<file path="config.mk">
export PLATFORM = sky130hd
export DESIGN_NAME = lcd_bus_monitor_flat
export DESIGN_NICKNAME = d
export VERILOG_FILES = /design/src/rtl/lcd_bus_monitor_if.sv /design/src/rtl/lcd_bus_monitor.sv /design/src/flat_wrapper.sv
export SDC_FILE = /design/constraint.sdc
export NUM_CORES = 1
export LEC_CHECK = 0
export CORE_MARGIN = 2
export CORE_UTILIZATION = 25
export CTS_BUF_LIST = sky130_fd_sc_hd__clkbuf_16
export DETAILED_ROUTE_END_ITERATION = 7
export HOLD_SLACK_MARGIN = 0.1
export PLACE_DENSITY = 0.54
export SYNTH_ARGS = -nofsm -noshare
export SYNTH_HDL_FRONTEND = slang
export SYNTH_SLANG_ARGS = --single-unit
</file>
<file path="constraint.sdc">
create_clock -name clk -period 3.2 [get_ports clk]
set_input_delay 0.64 -clock clk [delete_from_list [all_inputs] [get_ports clk]]
set_output_delay 0.64 -clock clk [all_outputs]
set_load 0.02 [all_outputs]
</file>
<file path="src/rtl/lcd_bus_monitor_if.sv">
// LCD write bus seen by the display mirror.
// RS/E/DATA as driven by the display driver.
interface lcd_bus_monitor_if;
  logic       rs;
  logic       e;
  logic [7:0] data;

  modport master (output rs, e, data);
  modport slave  (input  rs, e, data);
endinterface

</file>
<file path="src/rtl/lcd_bus_monitor.sv">
// Receive-side LCD bus monitor.
// Rebuilds a 2x16 HD44780-style screen.
module lcd_bus_monitor #(
  parameter int CLR_LEN = 32
) (
  input  logic                clk,
  input  logic                rst,
  lcd_bus_monitor_if.slave    bus,
  output logic [127:0]        lcd_h0,
  output logic [127:0]        lcd_h1,
  output logic                display_on,
  output logic                cfg_ok,
  output logic                busy,
  output logic                wr_strobe,
  output logic                ovr_err
);

  typedef enum logic {IDLE, CLEAR} state_t;

  state_t      state_q, state_d;
  logic [4:0]  cnt_q, cnt_d;

  logic        rs_s1_q, rs_s2_q, rs_s3_q;
  logic        e_s1_q, e_s2_q, e_s3_q;
  logic [7:0]  data_s1_q, data_s2_q, data_s3_q;

  logic [7:0]  cell_q [32];
  logic [7:0]  cell_d [32];
  logic [6:0]  addr_q, addr_d;
  logic        id_q, id_d;
  logic        disp_q, disp_d;
  logic        cfg_q, cfg_d;
  logic        wr_q, wr_d;
  logic        ovr_q, ovr_d;

  logic        strobe;
  logic        clr_go;
  logic        clr_done;
  logic        in_win;
  logic [4:0]  widx;
  logic [7:0]  d;

  assign strobe   = ~e_s2_q & e_s3_q;
  assign d        = data_s3_q;
  assign clr_go   = strobe && (state_q == IDLE)
                    && !rs_s3_q && (d == 8'h01);
  assign clr_done = (state_q == CLEAR)
                    && (cnt_q == 5'(CLR_LEN - 1));
  assign in_win   = (addr_q[5:4] == 2'b00);
  assign widx     = {addr_q[6], addr_q[3:0]};

  // three-stage synchroniser on the whole bus
  always_ff @(posedge clk) begin
    if (rst) begin
      rs_s1_q   <= 1'b0;
      rs_s2_q   <= 1'b0;
      rs_s3_q   <= 1'b0;
      e_s1_q    <= 1'b0;
      e_s2_q    <= 1'b0;
      e_s3_q    <= 1'b0;
      data_s1_q <= '0;
      data_s2_q <= '0;
      data_s3_q <= '0;
    end else begin
      rs_s1_q   <= bus.rs;
      rs_s2_q   <= rs_s1_q;
      rs_s3_q   <= rs_s2_q;
      e_s1_q    <= bus.e;
      e_s2_q    <= e_s1_q;
      e_s3_q    <= e_s2_q;
      data_s1_q <= bus.data;
      data_s2_q <= data_s1_q;
      data_s3_q <= data_s2_q;
    end
  end

  // FSM state register and clear cell counter
  always_ff @(posedge clk) begin
    if (rst) begin
      state_q <= IDLE;
      cnt_q   <= '0;
    end else begin
      state_q <= state_d;
      cnt_q   <= cnt_d;
    end
  end

  // FSM next state: clear walks all 32 cells
  always_comb begin
    state_d = state_q;
    cnt_d   = cnt_q;
    unique case (state_q)
      IDLE: begin
        if (clr_go) begin
          state_d = CLEAR;
          cnt_d   = '0;
        end
      end
      CLEAR: begin
        cnt_d = cnt_q + 5'd1;
        if (clr_done) state_d = IDLE;
      end
      default: state_d = IDLE;
    endcase
  end

  // FSM outputs
  always_comb begin
    busy = (state_q == CLEAR);
  end

  // datapath next state: decode and screen update
  always_comb begin
    cell_d = cell_q;
    addr_d = addr_q;
    id_d   = id_q;
    disp_d = disp_q;
    cfg_d  = cfg_q;
    ovr_d  = ovr_q;
    wr_d   = strobe;
    if (state_q == CLEAR) begin
      cell_d[cnt_q] = 8'h20;
      if (strobe) ovr_d = 1'b1;
      if (clr_done) begin
        addr_d = '0;
        id_d   = 1'b1;
      end
    end else if (strobe) begin
      if (rs_s3_q) begin
        if (in_win) cell_d[widx] = d;
        addr_d = id_q ? addr_q + 7'd1 : addr_q - 7'd1;
      end else begin
        unique case (1'b1)
          d[7]:                 addr_d = d[6:0];
          d[7:6] == 2'b01:      ;
          d[7:5] == 3'b001:     if (d == 8'h38) cfg_d = 1'b1;
          d[7:4] == 4'b0001:    ;
          d[7:3] == 5'b00001:   disp_d = d[2];
          d[7:2] == 6'b000001:  id_d = d[1];
          d[7:1] == 7'b0000001: addr_d = '0;
          default:              ;
        endcase
      end
    end
  end

  // datapath registers
  always_ff @(posedge clk) begin
    if (rst) begin
      for (int i = 0; i < 32; i++) cell_q[i] <= 8'h20;
      addr_q <= '0;
      id_q   <= 1'b1;
      disp_q <= 1'b0;
      cfg_q  <= 1'b0;
      wr_q   <= 1'b0;
      ovr_q  <= 1'b0;
    end else begin
      cell_q <= cell_d;
      addr_q <= addr_d;
      id_q   <= id_d;
      disp_q <= disp_d;
      cfg_q  <= cfg_d;
      wr_q   <= wr_d;
      ovr_q  <= ovr_d;
    end
  end

  // pack cells into line images, column 0 in the top byte
  always_comb begin
    lcd_h0 = '0;
    lcd_h1 = '0;
    for (int i = 0; i < 16; i++) begin
      lcd_h0[127-8*i -: 8] = cell_q[i];
      lcd_h1[127-8*i -: 8] = cell_q[16+i];
    end
  end

  assign display_on = disp_q;
  assign cfg_ok     = cfg_q;
  assign wr_strobe  = wr_q;
  assign ovr_err    = ovr_q;

endmodule
</file>
<file path="src/flat_wrapper.sv">
// flat-port wrapper written by rule: the top's interface ports become plain ports
module lcd_bus_monitor_flat 
#(
  parameter int CLR_LEN = 32
)
  (clk, rst, lcd_h0, lcd_h1, display_on, cfg_ok, busy, wr_strobe, ovr_err, bus_rs, bus_e, bus_data);
  lcd_bus_monitor_if bus_i ();
  input  logic clk;
  input  logic rst;
  output logic [127:0] lcd_h0;
  output logic [127:0] lcd_h1;
  output logic display_on;
  output logic cfg_ok;
  output logic busy;
  output logic wr_strobe;
  output logic ovr_err;
  input wire logic [$bits(bus_i.rs)-1:0] bus_rs;
  input wire logic [$bits(bus_i.e)-1:0] bus_e;
  input wire logic [$bits(bus_i.data)-1:0] bus_data;
  assign bus_i.rs = bus_rs;
  assign bus_i.e = bus_e;
  assign bus_i.data = bus_data;
  lcd_bus_monitor #(.CLR_LEN(CLR_LEN)) u_core (.clk(clk), .rst(rst), .bus(bus_i), .lcd_h0(lcd_h0), .lcd_h1(lcd_h1), .display_on(display_on), .cfg_ok(cfg_ok), .busy(busy), .wr_strobe(wr_strobe), .ovr_err(ovr_err));
endmodule
</file>
# ---- Yosys cells after proc, flatten, opt, wreduce, memory -nomap -nowiden
# Cells that the tools add are included.
dict set report totals {
  regBits 304
  out_inout_bits 261
  wordCells 119
}
dict set report classes {
  addsub 3
  n_lt_le_gt_ge 4
  eq_ne 10
  n_mux 25
  bitwise_logic 9
  reduce_logical 19
}
# operator n
set op_table {}
lappend op_table {{two-way mux 256 bit} 4}
lappend op_table {{bitwise mux 256 bit} 1}
lappend op_table {{AND 224 bit} 1}
lappend op_table {{inverter 224 bit} 1}
lappend op_table {{demux 8 bit (select 5 bit)} 2}
lappend op_table {{two-way mux 7 bit} 5}
lappend op_table {{OR 32 bit} 1}
lappend op_table {{two-way mux 8 bit} 2}
lappend op_table {{case mux 7 bit (2 select lines)} 1}
lappend op_table {{greater-or-equal comparator 6 bit (second input constant)} 2}
lappend op_table {{less-than comparator 6 x 1 -> 1 bit (second input constant)} 2}
lappend op_table {{inverter 5 -> 6 bit} 2}
lappend op_table {{case mux 5 bit (2 select lines)} 1}
lappend op_table {{equality test 8 x 1 -> 1 bit (second input constant)} 1}
lappend op_table {{equality test 8 x 6 -> 1 bit (second input constant)} 1}
lappend op_table {{AND reduction 4 bit} 2}
lappend op_table {{nonzero test 2 bit} 4}
lappend op_table {{adder 7 x 1 -> 7 bit (second input constant)} 1}
lappend op_table {{equality test 7 x 1 -> 1 bit (second input constant)} 1}
lappend op_table {{two-way mux 1 bit} 7}
lappend op_table {{subtractor 7 x 1 -> 7 bit (second input constant)} 1}
lappend op_table {{equality test 6 x 1 -> 1 bit (second input constant)} 1}
lappend op_table {{logical AND 1 bit} 6}
lappend op_table {{AND reduction 3 bit} 2}
lappend op_table {{15 further kinds} 18}

# ---- Longest topological paths before layout
dict set report logic_depth {
  depth_word 10
  depth_mapped 10
}

# ---- Worst setup path after synthesis
# Ideal clock, no wire load.
dict set report synth_timing {
  kind {reg-to-reg}
  startpoint {register u_core.addr_q[0]}
  endpoint {register u_core.addr_q[4]}
  t_arrival_ps 1945
  required_ps 3083
  slack_ps 1138
  stages_incl_launch_ff 9
  synth_period_minus_slack_ps 2062
  cell_sequence {dfxtp_1 > clkbuf_1 > inv_1 > fa_1 > nand2b_1 > a21oi_1 > a21oi_1 > mux2_2 > a32o_1}
}
dict set report synth_between {
  elab_chain_cells 5
  word_cells_on_any_way 6
  classes_between {add/sub (2); mux (4)}
}
# element line_no
set synth_rtl {}
lappend synth_rtl {{from (decl)} lcd_bus_monitor.sv:29} ;# logic [6:0] addr_q, addr_d;
lappend synth_rtl {{from (signal assigned)} lcd_bus_monitor.sv:159} ;# addr_q <= addr_d;
lappend synth_rtl {{subtractor 7 x 1 -> 7 bit / adder 7 x 1 -> 7 bit (equally long branches)} lcd_bus_monitor.sv:131} ;# addr_d = id_q ? addr_q + 7'd1 : addr_q - 7'd1;
lappend synth_rtl {{two-way mux 7 bit *} lcd_bus_monitor.sv:131}
lappend synth_rtl {{two-way mux 7 bit *} lcd_bus_monitor.sv:129} ;# if (rs_s3_q) begin
lappend synth_rtl {{two-way mux 7 bit *} lcd_bus_monitor.sv:128} ;# end else if (strobe) begin
lappend synth_rtl {{two-way mux 7 bit *} lcd_bus_monitor.sv:121} ;# if (state_q == CLEAR) begin
# Mark *: on every way between the ends. The rest lies on a longest branch, timed or not. The select of a mux whose other input is x is not followed.
# A chain may end at the register's enable or synchronous reset.

# ---- Worst setup path in the final report
dict set report layout_timing {
  startpoint {register u_core.addr_q[4]}
  endpoint {register u_core.cell_q (netlist bit u_core.lcd_h0[1])}
}
dict set report layout_between {
  elab_chain_cells 3
}
# element line_no
set layout_rtl {}
lappend layout_rtl {{zero test 2 bit} lcd_bus_monitor.sv:49} ;# assign in_win = (addr_q[5:4] == 2'b00);
lappend layout_rtl {{nonzero test 2 bit (no line)} n/a}
lappend layout_rtl {{AND reduction 3 bit (no line)} n/a}
lappend layout_rtl {{to (signal assigned)} lcd_bus_monitor.sv:158} ;# cell_q <= cell_d;
lappend layout_rtl {{to (decl)} lcd_bus_monitor.sv:27} ;# logic [7:0] cell_q [32];
# Every way passes these cells.

==> metrics.cfg <==
[timing]
post-route-period-util_pct = 80.6
setup_viol = 0
layout_setup_ws_ns = 0.621
hold_viol_final = 0
drv_slew = 0
min_period_ns = 2.58
skew_ns = 0.0194
slew_headroom_pct = 19.1
tns_ns = 0
fmax_mhz = 388
hold_slack_ns = 0.407
tightest_slew_ns = 1.21
rsz0062_at_grt = false

[yosys]
synth_seq_cells = 304
syn_nets = 1482
synth.area.top_cells = dfxtp_1 51%, nand3_1 10%, a21oi_1 9.9%, nand2_1 9.1%, nor3b_1 2.1%
seq_area_frac_synth_pct = 50.6
synth_edf_count = 0
synth_area_sq_mm = 0.0120
synthArstFlopShare_pct = 0
yosys.area.top_type = dfxtp_1
avgSynthCellArea_sq_um = 8.24
yosysTopAreaCellShare_pct = 50.6
ys_types = 50
yosysMostFrequentCell = dfxtp_1
synth_common_cells = 304 x dfxtp_1, 291 x nand2_1, 241 x nand3_1, 237 x a21oi_1, 58 x clkbuf_1
ys_warn_count = 0
syn-instance-count = 1459
synth-main-ff-cell = dfxtp_1

[clock_tree]
post-cts-setup-buffers = 0
cts_tree = yes
cts.sinks = 304
clock_latency_ns = 0.55
cts-root-buf = clkbuf_16
cts_made_buffers = 35
cts_hold_buf = 0
clockBufferDepth = 3
path_clk_slew_ns = 0.06
cts_max_level = 2
cts_resized = 0

[setup_path]
r2r-start = u_core.addr_q[4]$_SDFFE_PP0P_
critPathLaunchType = register
crit_fanout = 9
required_ns = 3.66
r2r_slack_ns = 0.62
worstRegToRegCells = 6
critPathArrivalTime_ns = 3.04
critPathKind = register to register
endpoint_kind = register
regToRegEndpoint = u_core.lcd_h0[1]$_SDFFE_PP0P_

[hold_path]
hold_path.class = input pin to register
whs_endpoint = u_core.lcd_h1[73]$_SDFFE_PP0P_
hold_path.startpoint = rst
whs_path_depth = 2

[finish]
synthToLayoutAreaGrowth_pct = 36.5
antenna_cells = 0
post-route-util_pct = 34.4
drive_gt1_share_pct = 7.27
nNetsFinal = 1733

[global_route]
met1_usage_pct = 23.8
grt_use_met3_pct = 3.86
antenna_found_initial = 0
grt_pass1_vias = 10900
grt_max_degree = 154
grt_pass1_wl_um = 68400
grt.met2_usage_pct = 29.0
grt_usage_pct = 18.2
gr-total-overflow = 0
grt-busiest-layer = met2

[route]
drtIter0Drc = 901
ant_nets = 0
vias = 11600
drc = 0
firstDrtPassIters = 5
post_drt_wl_per_cell_um = 20.0
vias_per_cell = 4.92
wl_um = 47000

[placed_design]
hpwl_um = 30500
pre_cts_ws_ns = 0.565
io_buffers = 272
gp_congestion = 0.782

[run_status]
status = completed

[die]
die_w_um = 223
die_area_sq_mm = 0.0498
coreArea_sq_mm = 0.0476
rows = 80
io_pins = 273
initial_core_util_pct = 25.2
die_h_um = 223

[power_and_ir_drop]
irDropWorstVdd_mv = 0.253
leakagePower_nw = 5.46
cellPowerDensity_mw_per_mm2 = 464

[run]
maxCapViolCount = 0

-- registers in the layout, summed over array words and instances, names as in the netlist --
signal	flops
u_core.cfg_ok	1
u_core.e_s2_q	1
u_core.id_q	1
u_core.lcd_h1	128
u_core.ovr_err	1
u_core.busy	1
u_core.wr_strobe	1
u_core.e_s3_q	1
u_core.data_s2_q	8
u_core.rs_s1_q	1
u_core.e_s1_q	1
u_core.display_on	1
u_core.data_s1_q	8
u_core.rs_s2_q	1
u_core.addr_q	7
u_core.lcd_h0	128
u_core.cnt_q	5
u_core.d	8
u_core.rs_s3_q	1
-- critical path, cell delays in order, from the launching register on --
cell and delay (ns):
dfxtp_1 0.32, or4b_1 0.78, nor3_4 0.54, buf_4 0.28, and2_1 0.31, nand2_1 0.09
a21oi_1 0.17
-- report_power, final --
| group | internal, mW | switching, mW | total (mW) |
|---|---|---|---|
| Combinational | 0.0407 | 0.135 | 0.175 |
| Clock | 1.99 | 1.65 | 3.63 |
| Sequential | 3.80 | 0.00726 | 3.81 |
| Total | 5.83 | 1.79 | 7.62 |
-- layout make-up --
cell class | instances | area, sq um
repair buffers | 307 | 3000
inverters | 13 | 48.8
clock inverters | 26 | 123
fillers | 4919 | 31200
multi-input cells | 1049 | 5490
clock buffers | 35 | 876
well taps | 615 | 769
flip-flops and latches | 304 | 6100
-- through the flow --
stage,cell area [sq um],instances,total power [mW]
6_report,16400,2349,7.62
5_1_grt,16400,2349,7.87
4_1_cts,16400,2349,7.72
3_5_place_dp,15400,2288,4.07
3_3_place_gp,15400,2288,4.07
2_1_floorplan,12000,1459,3.99
-- how the worst max path moves through the flow --
stage | start | end | slack [ns] | cells past startpoint
3_5_place_dp | u_core.addr_q[4]$_SDFFE_PP0P_ | u_core.lcd_h0[1]$_SDFFE_PP0P_ | 0.57 | 6
5_1_grt | u_core.addr_q[4]$_SDFFE_PP0P_ | u_core.lcd_h0[34]$_SDFFE_PP0P_ | 0.39 | 6
4_1_cts | u_core.addr_q[4]$_SDFFE_PP0P_ | u_core.lcd_h0[1]$_SDFFE_PP0P_ | 0.55 | 6
6_report | u_core.addr_q[4]$_SDFFE_PP0P_ | u_core.lcd_h0[1]$_SDFFE_PP0P_ | 0.62 | 6
3_3_place_gp | u_core.addr_q[4]$_SDFFE_PP0P_ | u_core.lcd_h0[1]$_SDFFE_PP0P_ | 0.62 | 6
2_1_floorplan | u_core.addr_q[0]$_SDFFE_PP0P_ | u_core.addr_q[4]$_SDFFE_PP0P_ | 1.14 | 8
-- routing by layer --
metal	share of wire (%)	routed length (um)
met5	0	0
met4	3.6	1700
met3	6.9	3240
met1	44	20600
met2	46	21500
-- layout by cell type (no fill, tap or decap), drive strengths merged, types with 10 or more instances in the layout --
cell type | netlist | routed
buf | 35 | 35
clkdlybuf4s50 | 0 | 271
clkbuf | 58 | 36
inv | 13 | 23
nor2b | 36 | 36
nand3 | 241 | 241
nor2 | 77 | 77
a21oi | 237 | 237
nand2 | 291 | 291
dfxtp | 304 | 304
o21ai | 40 | 40
nor3b | 33 | 33
clkinv | 0 | 16
nor3 | 11 | 11
ha | 10 | 10
-- cell families (layout without fill, tap and decap cells) --
| kind of cell | Yosys count | count (layout) | share of synthesized area [%] |
|---|---|---|---|
| AND/OR/NAND/NOR | 734 | 734 | 30.9 |
| buffers and inverters | 106 | 381 | 3.81 |
| adder cells (fa/ha/maj) | 11 | 11 | 1.21 |
| multiplexers | 5 | 5 | 0.427 |
| AO/OA/AOI/OAI | 298 | 298 | 12.9 |
| flip-flops | 304 | 304 | 50.6 |
| XOR/XNOR | 1 | 1 | 0.0729 |
(Power assumes the default switching activity.)
